[config.mk]
export PLATFORM = sky130hd
export DESIGN_NAME = multicycle_sequencer
export DESIGN_NICKNAME = d
export VERILOG_FILES = /design/src/rtl/multicycle_sequencer.sv
export SDC_FILE = /design/constraint.sdc
export NUM_CORES = 1
export LEC_CHECK = 0
export CAP_MARGIN = 20
export CORE_MARGIN = 2
export CORE_UTILIZATION = 45
export DETAILED_ROUTE_END_ITERATION = 7
export PLACE_DENSITY_LB_ADDON = 0.25
export SYNTH_ARGS = -nofsm -noshare
export SYNTH_HDL_FRONTEND = slang
export SYNTH_SLANG_ARGS = --single-unit
[constraint.sdc]
create_clock -name clk -period 2.1 [get_ports clk]
set_input_delay 0.42 -clock clk [delete_from_list [all_inputs] [get_ports clk]]
set_output_delay 0.42 -clock clk [all_outputs]
set_load 0.03 [all_outputs]
[src/rtl/multicycle_sequencer.sv]
// Multicycle control sequencer: FETCH -> DECODE -> EXEC -> (MEM) -> WB.
// Strobes are decoded from the registered state plus live inputs. A memory
// wait watchdog halts the machine with a sticky bus error if memory stalls.
module multicycle_sequencer (
  input  logic        clk,
  input  logic        rst_n,
  input  logic        run,
  input  logic [3:0]  opcode,
  input  logic        zero_flag,
  input  logic        mem_ready,
  output logic        mem_req,
  output logic        mem_addr_sel,
  output logic        ir_write,
  output logic        pc_write,
  output logic        pc_src,
  output logic        alu_src,
  output logic        reg_write,
  output logic        mem_to_reg,
  output logic        illegal,
  output logic        halted,
  output logic        bus_err,
  output logic [2:0]  state,
  output logic [15:0] instr_count
);

  typedef enum logic [2:0] {
    FETCH  = 3'd0,
    DECODE = 3'd1,
    EXEC   = 3'd2,
    MEM    = 3'd3,
    WB     = 3'd4,
    HALT   = 3'd5
  } state_e;

  localparam logic [3:0] OP_LAST_RTYPE = 4'd4;
  localparam logic [3:0] OP_BNE        = 4'd5;
  localparam logic [3:0] OP_LOAD       = 4'd6;
  localparam logic [3:0] OP_HALT       = 4'd15;
  localparam logic [3:0] WAIT_LIMIT    = 4'd15;

  state_e      state_q, state_d;
  logic [3:0]  opcode_q, opcode_d;
  logic [3:0]  waitCnt_q, waitCnt_d;
  logic [15:0] instrCount_q, instrCount_d;
  logic        busErr_q, busErr_d;
  logic        retire;
  logic        timeout;

  // Next-state, strobe decode, watchdog and retire counting
  always_comb begin
    state_d      = state_q;
    opcode_d     = opcode_q;
    mem_req      = 1'b0;
    mem_addr_sel = 1'b0;
    ir_write     = 1'b0;
    pc_write     = 1'b0;
    pc_src       = 1'b0;
    alu_src      = 1'b0;
    reg_write    = 1'b0;
    mem_to_reg   = 1'b0;
    illegal      = 1'b0;
    halted       = 1'b0;
    retire       = 1'b0;
    timeout      = 1'b0;

    case (state_q)
      FETCH: begin
        if (run) begin
          mem_req = 1'b1;
          if (mem_ready) begin
            ir_write = 1'b1;
            pc_write = 1'b1;
            state_d  = DECODE;
          end
        end
      end
      DECODE: begin
        opcode_d = opcode;
        if (opcode <= OP_LOAD) begin
          state_d = EXEC;
        end else if (opcode == OP_HALT) begin
          retire  = 1'b1;
          state_d = HALT;
        end else begin
          illegal = 1'b1;
          retire  = 1'b1;
          state_d = FETCH;
        end
      end
      EXEC: begin
        alu_src = 1'b1;
        if (opcode_q <= OP_LAST_RTYPE) begin
          state_d = WB;
        end else if (opcode_q == OP_BNE) begin
          if (!zero_flag) begin
            pc_write = 1'b1;
            pc_src   = 1'b1;
          end
          retire  = 1'b1;
          state_d = FETCH;
        end else if (opcode_q == OP_LOAD) begin
          state_d = MEM;
        end else begin
          state_d = HALT;
        end
      end
      MEM: begin
        mem_req      = 1'b1;
        mem_addr_sel = 1'b1;
        alu_src      = 1'b1;
        if (mem_ready) begin
          state_d = WB;
        end
      end
      WB: begin
        reg_write  = 1'b1;
        mem_to_reg = (opcode_q == OP_LOAD);
        retire     = 1'b1;
        state_d    = FETCH;
      end
      HALT: begin
        halted = 1'b1;
      end
      default: begin
        state_d = HALT;
      end
    endcase

    // Strobes must stay quiet while reset is held, even though FETCH decodes run
    if (!rst_n) begin
      mem_req   = 1'b0;
      ir_write  = 1'b0;
      pc_write  = 1'b0;
      reg_write = 1'b0;
      halted    = 1'b0;
    end

    // Watchdog: the sixteenth stalled request cycle aborts into HALT
    if (mem_req && !mem_ready && (waitCnt_q == WAIT_LIMIT)) begin
      timeout = 1'b1;
      state_d = HALT;
    end

    waitCnt_d    = (mem_req && !mem_ready) ? waitCnt_q + 4'd1 : 4'd0;
    busErr_d     = busErr_q | timeout;
    instrCount_d = retire ? instrCount_q + 16'd1 : instrCount_q;
  end

  // State and bookkeeping registers
  always_ff @(posedge clk or negedge rst_n) begin
    if (!rst_n) begin
      state_q      <= FETCH;
      opcode_q     <= 4'd0;
      waitCnt_q    <= 4'd0;
      instrCount_q <= 16'd0;
      busErr_q     <= 1'b0;
    end else begin
      state_q      <= state_d;
      opcode_q     <= opcode_d;
      waitCnt_q    <= waitCnt_d;
      instrCount_q <= instrCount_d;
      busErr_q     <= busErr_d;
    end
  end

  assign bus_err     = busErr_q;
  assign state       = state_q;
  assign instr_count = instrCount_q;

endmodule

==> summary.md <==
| Metric | Value |
|---|---|
| HP Class | reg2reg |
| Worst r2r dst | instr_count[13] |
| Synth Cell Area | 0.001528 sq mm |
| Net count after synthesis | 155 |
| Setup WS pre-CTS | -0.01302 ns |
| Clock root buffer | clkbuf_4 |
| Status | finished with violations |
| R2R depth | 8 |
| DR iter-0 viols | 41 |
| Vias per cell | 5.274 |
| Core area | between 0.003 and 0.004 sq mm |
| Post-DR wirelength/cell | 15.01 um |
| Final hold slack | just under 0.5 ns |
| Maxcap violations | 0 |
| PwrDens | 1181 mW/mm^2 |
| Total GRT Usage | between 20% and 30% |
| Register Area | 701.9 sq um |
| CTS H-tree depth | 1 |
| Pwr Total | ~0.0027 W |
| Crit-path max cell delay | 0.43 ns |
| CP max stage cell | dfrtp_1 |
| Number of global-route vias before repair | about 1300 |
| WP data required | 1.68 ns |
| Clk Latency, worst-skew pair | between 0.3 and 0.4 ns |
| Final Slew Violations | 0 |
| Clk sinks | 28 |
| Syn Area/Cell | around 11 sq um |
| Total congestion overflow | 0 |
| Final cycle utilization of the critical path | 102.1% |
| Port Buffers | 38 |
| Drt pass-1 iters | 4 |
| Achievable Freq | 0.4665 GHz |
| Layout cells sized above 1 | 32.04% |
| RSZ-0062 raised after global routing | true |
| DR DRC count | 0 |
| Filler cell count | 265 |
| Skew final | 0.005842 ns |
| Yosys reg bits | 28 |
| Failing checks | negative setup slack |
| Routability cong. | 0.8568 |
| Initial antenna violation count | 0 |
| Synth Warn # | 0 |
| Final Hold Fails | 0 |
| Minimum clock period | 2.144 ns |
| Final wirelength | 3782 um |
| CP top delay family | buffers and inverters |
| Die area | roughly 0.0039 sq mm |
| Post-cts hold buffer count | 0 |
| Clock Tree Buf Depth | 2 |
| Crit path capture type | primary output |
| Final setup violation count | 5 |
| Area Overhead vs Synth | 49.88% |
| Final HPWL DP | between 2000 and 3000 um |
| Post-route ant nets | 0 |
| Antenna cells | 0 |
| Worst r2r src | state[2] |
| Largest net degree at the start of global routing | 21 |
| Cell count after placement | 237 |
| Arr. time, crit path | 1.72 ns |
| Final WS setup | -0.04365 ns |
| CTS clk-pin slew, worst paths | between 0.15 and 0.2 ns |
| Dpl cell area | 0.002041 sq mm |
| Critical Path Fanout Max | 3 |
| Die Wd | 62.27 um |
| First-pass GRT wire length | 6417 um |
| Starting Density | between 40% and 50% |
| Min-Delay Endpoint | waitCnt_q[0] |
| Nets | 218 |
| Critical Path, Cell by Cell | buf_6, nand2b_4, nor4_4, buf_4, nand2b_4, a21oi_4, buf_6 |
| Hold Path Depth | 1 |
| Non-filler cells, final | 252 |
| Sequential fraction of the synthesis area | 45.86% |
| Kind of critical path | reg2out |
| Die height | roughly 62 um |
| Buffers & Inverters on Critical Path | 3 |
| Worst-Margin Slew | just under 0.4 ns |
| Total vias in the final route | 1329 |
| Crit path launch type | flop |
| Final Cell Area | 0.002290 sq mm |
| Multi-input logic area | 878.3 sq um |
| Relative slew slack | 73.66% |
| CTS tree | done |
| Syn Inst Count | 144 |
| IO Count | 39 |
| Hold Startpoint | waitCnt_q[0] |
| Worst R2R Setup Slack | 0.06 ns |
| Distinct cell type count after synthesis | 38 |
| Peak supply drop | about 0.0007 V |
| Static leakage | 1.028 nW |
| CTS Buf Count | 3 |
| Row count | 21 |
[cell type report]
cell class | count | area share, %
Clock buffer | 3 | 0.9836
Clock inverter | 1 | 1.311
Inverter | 4 | 0.6557
Multi-Input combinational cell | 108 | 38.36
Sequential cell | 28 | 30.66
Tap cell | 46 | 2.514
Timing Repair Buffer | 62 | 25.52
[metal layers]
metal	part of all wire, %	up-vias	wire [um]	global-route usage [%]
met5	0	-	0	0
met4	0.45	0	17	6.389
met3	2.8	2	106	2.355
met2	54	30	2025	35.05
met1	43	669	1633	27.34
li1	-	628	-	-
[metrics by stage]
stage	utilization (%)	setup TNS [ns]
floorplan	-	0
global placement	61.64	0
detailed placement	61.64	-0.01302
CTS	65.87	-0.1230
global route	69.16	-0.5442
finish	69.16	-0.1002
[registers in the layout, summed over array words and instances (netlist names)]
name / count
state: 3
opcode_q: 4
instr_count: 16
bus_err: 1
waitCnt_q: 4
[kinds of logic (layout without fill, tap and decap cells)]
group / Yosys count / in the layout / share of synthesized area, %
and+or+nand+nor: 70 / 70 / 29.16
DFF: 28 / 28 / 45.86
xor gates and xnor gates: 18 / 18 / 10.32
AOI/OAI and AO/OA: 13 / 13 / 6.307
buffers and inverters: 8 / 70 / 3.029
muxes: 5 / 5 / 3.685
adders and majority gates: 2 / 2 / 1.638
[synth_stat cells]
cell type	count	area share, %
nor4_1	1	0.41
nand2b_1	6	2.5
nor2b_1	2	0.82
nand4_1	5	2.0
or2_2	1	0.41
dfrtp_1	28	46
clkbuf_1	1	0.25
nor2_4	1	0.74
o211ai_1	1	0.49
and2_1	1	0.41
nor4b_2	1	0.98
or3b_1	2	1.1
o21ai_0	3	0.98
a211oi_1	1	0.49
nor3b_1	3	1.5
nor2_1	12	2.9
nand3_1	7	2.3
buf_6	2	1.5
o32ai_1	1	0.57
buf_2	1	0.33
nand3b_1	2	0.98
ha_1	2	1.6
inv_1	4	0.98
mux2_1	1	0.74
o31ai_1	1	0.49
nor3_2	7	4.6
and4_1	1	0.57
xor2_1	15	8.6
nor3_1	3	0.98
a31oi_1	1	0.41
mux2_2	4	2.9
xnor2_1	3	1.7
a21oi_1	3	0.98
nor4_2	3	2.5
a211oi_4	1	1.3
a22o_1	1	0.57
nand2_1	9	2.2
and3_1	3	1.2
[power by group]
| part | leakage, nW | switching (W) | internal [W] |
|---|---|---|---|
| Combinational | 0.638 | 0.000801 | 0.000707 |
| Sequential | 0.362 | 0.000168 | 0.000669 |
| Clock | 0.0279 | 0.000166 | 0.000193 |
[what timing repair did]
action                                  CTS  global route
gates resized for setup                  14            16
setup buffers                             6             6
pin swaps                                 1             6
endpoints found under the setup margin    8             9
[worst register-to-register path: cells and delay by family (launching register included)]
kind / cells / cell delay [ns]
AND/OR/NAND/NOR: 3 / 0.84
AO/OA/AOI/OAI: 1 / 0.07
flip-flops: 1 / 0.43
buffers and inverters: 3 / 0.47
XOR/XNOR: 1 / 0.19
[cells in the final DEF (no fill, tap or decap), drive strengths merged, types with 2 or more instances in the layout]
cell type / n
nand3b: 2
nand3: 7
nor4: 4
nor2b: 2
mux2: 5
ha: 2
dfrtp: 28
nor2: 13
nor3: 10
and3: 3
nor3b: 3
buf: 32
clkbuf: 3
inv: 4
a211oi: 2
xnor2: 3
xor2: 15
nand2: 9
nand4: 5
nand2b: 6
o21ai: 3
or3b: 2
clkdlybuf4s50: 28
a21oi: 3
[worst max-delay path by stage]
stage | start | endpoint | slack, ns | depth (start not counted)
3_3_place_gp | run | state[1] | 0.03 | 6
2_1_floorplan | state[1] | state[1] | 0.005 | 6
3_5_place_dp | run | state[1] | -0.01 | 6
5_1_grt | state[2] | pc_write | -0.17 | 7
4_1_cts | state[2] | pc_write | -0.10 | 7
6_report | state[2] | pc_write | -0.04 | 7
Note: power is estimated with default switching activity, not from simulation.
==> edit: new RTL, config.mk and constraints unchanged <==
Reset style: synchronous (`rst_n`), changed in one clocked block.
--- a/src/rtl/multicycle_sequencer.sv
+++ b/src/rtl/multicycle_sequencer.sv
@@ -147,7 +147,7 @@
   end
 
   // State and bookkeeping registers
-  always_ff @(posedge clk or negedge rst_n) begin
+  always_ff @(posedge clk) begin
     if (!rst_n) begin
       state_q      <= FETCH;
       opcode_q     <= 4'd0;
Function: differs if rst_n is asserted again (counterexample within 4 cycles, from zero or initial values and one cycle with rst_n low); with rst_n held inactive, the same outputs for 10 cycles.
==> edit against the original RTL <==
The run still ends with negative setup slack left. Register-to-register slack improved by 0.14 ns. Die area decreased by 1.9%. Routed wire length up 15%. Clock skew is 0.00083 ns higher. Sequential cell count is the same. Worst setup slack better by 0.027 ns. Non-clock buffer count is 7 higher. Design area is 2.0% lower. Area after synthesis decreased by 2.0%. Critical path type unchanged. Largest cell class unchanged.
Power is not compared: it rests on default switching activity, and its combinational part moved more than twofold at a synthesized area within 25%.
==> edit: results (changes against the original RTL) <==
- Status: finished, violations left (unchanged)
- Violated checks: negative setup slack (unchanged)
- # setup viols final: 2 (was 5)
- Filler instances: 262 (was 265)
- Multi-input gates: 133 (was 108)
- Worst setup margin: -0.0167 ns (was -0.0436 ns)
- Highest fanout seen on the critical path: 4 (was 3)
- Pin count of the biggest net entering global routing: 25 (was 21)
- Total number of vias: 1,635 (was 1,329)
- Final clock skew: 0.00667 ns (was 0.00584 ns)
- Synth area leaders: dfxtp_1, nor2_1, a21oi_1 (was dfrtp_1, xor2_1, nor3_2)
- Met2 wire len: 2260 um (was 2030 um)
- Hold Path Sink: waitCnt_q[0] (unchanged)
- Placed cell areas: 2040 sq um (about the same)
- Worst r2r dst: instr_count[15] (was instr_count[13])
- Fraction of area in multi-input gates: 41.1% (was 38.4%)
- Post-synth top flop: dfxtp_1 (was dfrtp_1)
- Worst Setup SP: state[2] (unchanged)
- Layout Cells excl Fill: 283 (was 252)
- 1st-iter DRT viols: 168 (was 41)
- Synth cell count leaders: dfxtp_1, nor2_1, a21oi_1, nand2_1, or3_1 (was dfrtp_1, xor2_1, nor2_1, nand2_1)
- Hold_sp: waitCnt_q[0] (unchanged)
- Worst r2r src: opcode_q[2] (was state[2])
- Met1 WL: 1830 um (was 1630 um)
- Detailed placement HPWL: 3020 um (was 2590 um)
- Largest delay contributor family on the critical path: simple AND/OR/NAND/NOR gates (was buffers and inverters)
- Placed cells: 270 (was 237)
- Routability cong.: 0.878 (was 0.857)
- Number of global-route vias before repair: 1,464 (was 1,315)
- Total track usage: 23.4% (was 20.5%)
- GRT met1 Usage: 28.9% (was 27.3%)
- Layout clock area frac: 2.34% (was 2.30%)
- Nonclk buf count: 69 (was 62)
- Reg2Reg Depth: 6 (was 8)
- Syn avg cell area: 8.55 sq um (was 10.6 sq um)
- FF/Latch Area: 573 sq um (was 702 sq um)
- Met2 GRT Util: 40.9% (was 35.1%)
- Slowest stage cell, crit path: dfxtp_4 (was dfrtp_1)
- Count of cell types in the netlist: 45 (was 38)
- WL/cell: 15.4 um (was 15.0 um)
- Slew @ Worst Pin: 0.428 ns (was 0.394 ns)
- Reg2reg setup slack: 0.20 ns (was 0.06 ns)
[edit: kinds of logic (layout without fill, tap and decap cells)]
group                    Yosys count  in the layout  synth area share, %
AND/OR/NAND/NOR                   78             78                 29.3
AO/OA/AOI/OAI                     42             42                 20.2
flip-flops                        28             28                 37.5
buffers and inverters             14             78                 4.43
XOR/XNOR                           6              6                 3.51
multiplexers                       5              5                 3.34
adder cells (fa/ha/maj)            2              2                 1.67
[edit: where the power goes]
| part | internal [mW] | switching, mW | leakage [nW] |
|---|---|---|---|
| Clock | 0.193 | 0.172 | 0.0279 |
| Sequential | 0.542 | 0.0130 | 0.229 |
| Combinational | 0.136 | 0.134 | 0.637 |
| Total | 0.872 | 0.319 | 0.894 |
[edit: repair_timing]
| item | in CTS | in global routing |
|---|---|---|
| gates resized for setup | 16 | 16 |
| endpoints found under the hold margin | 0 | 0 |
| pin swaps | 0 | 5 |
| endpoints found under the setup margin | 7 | 9 |
| setup buffers | 1 | 8 |
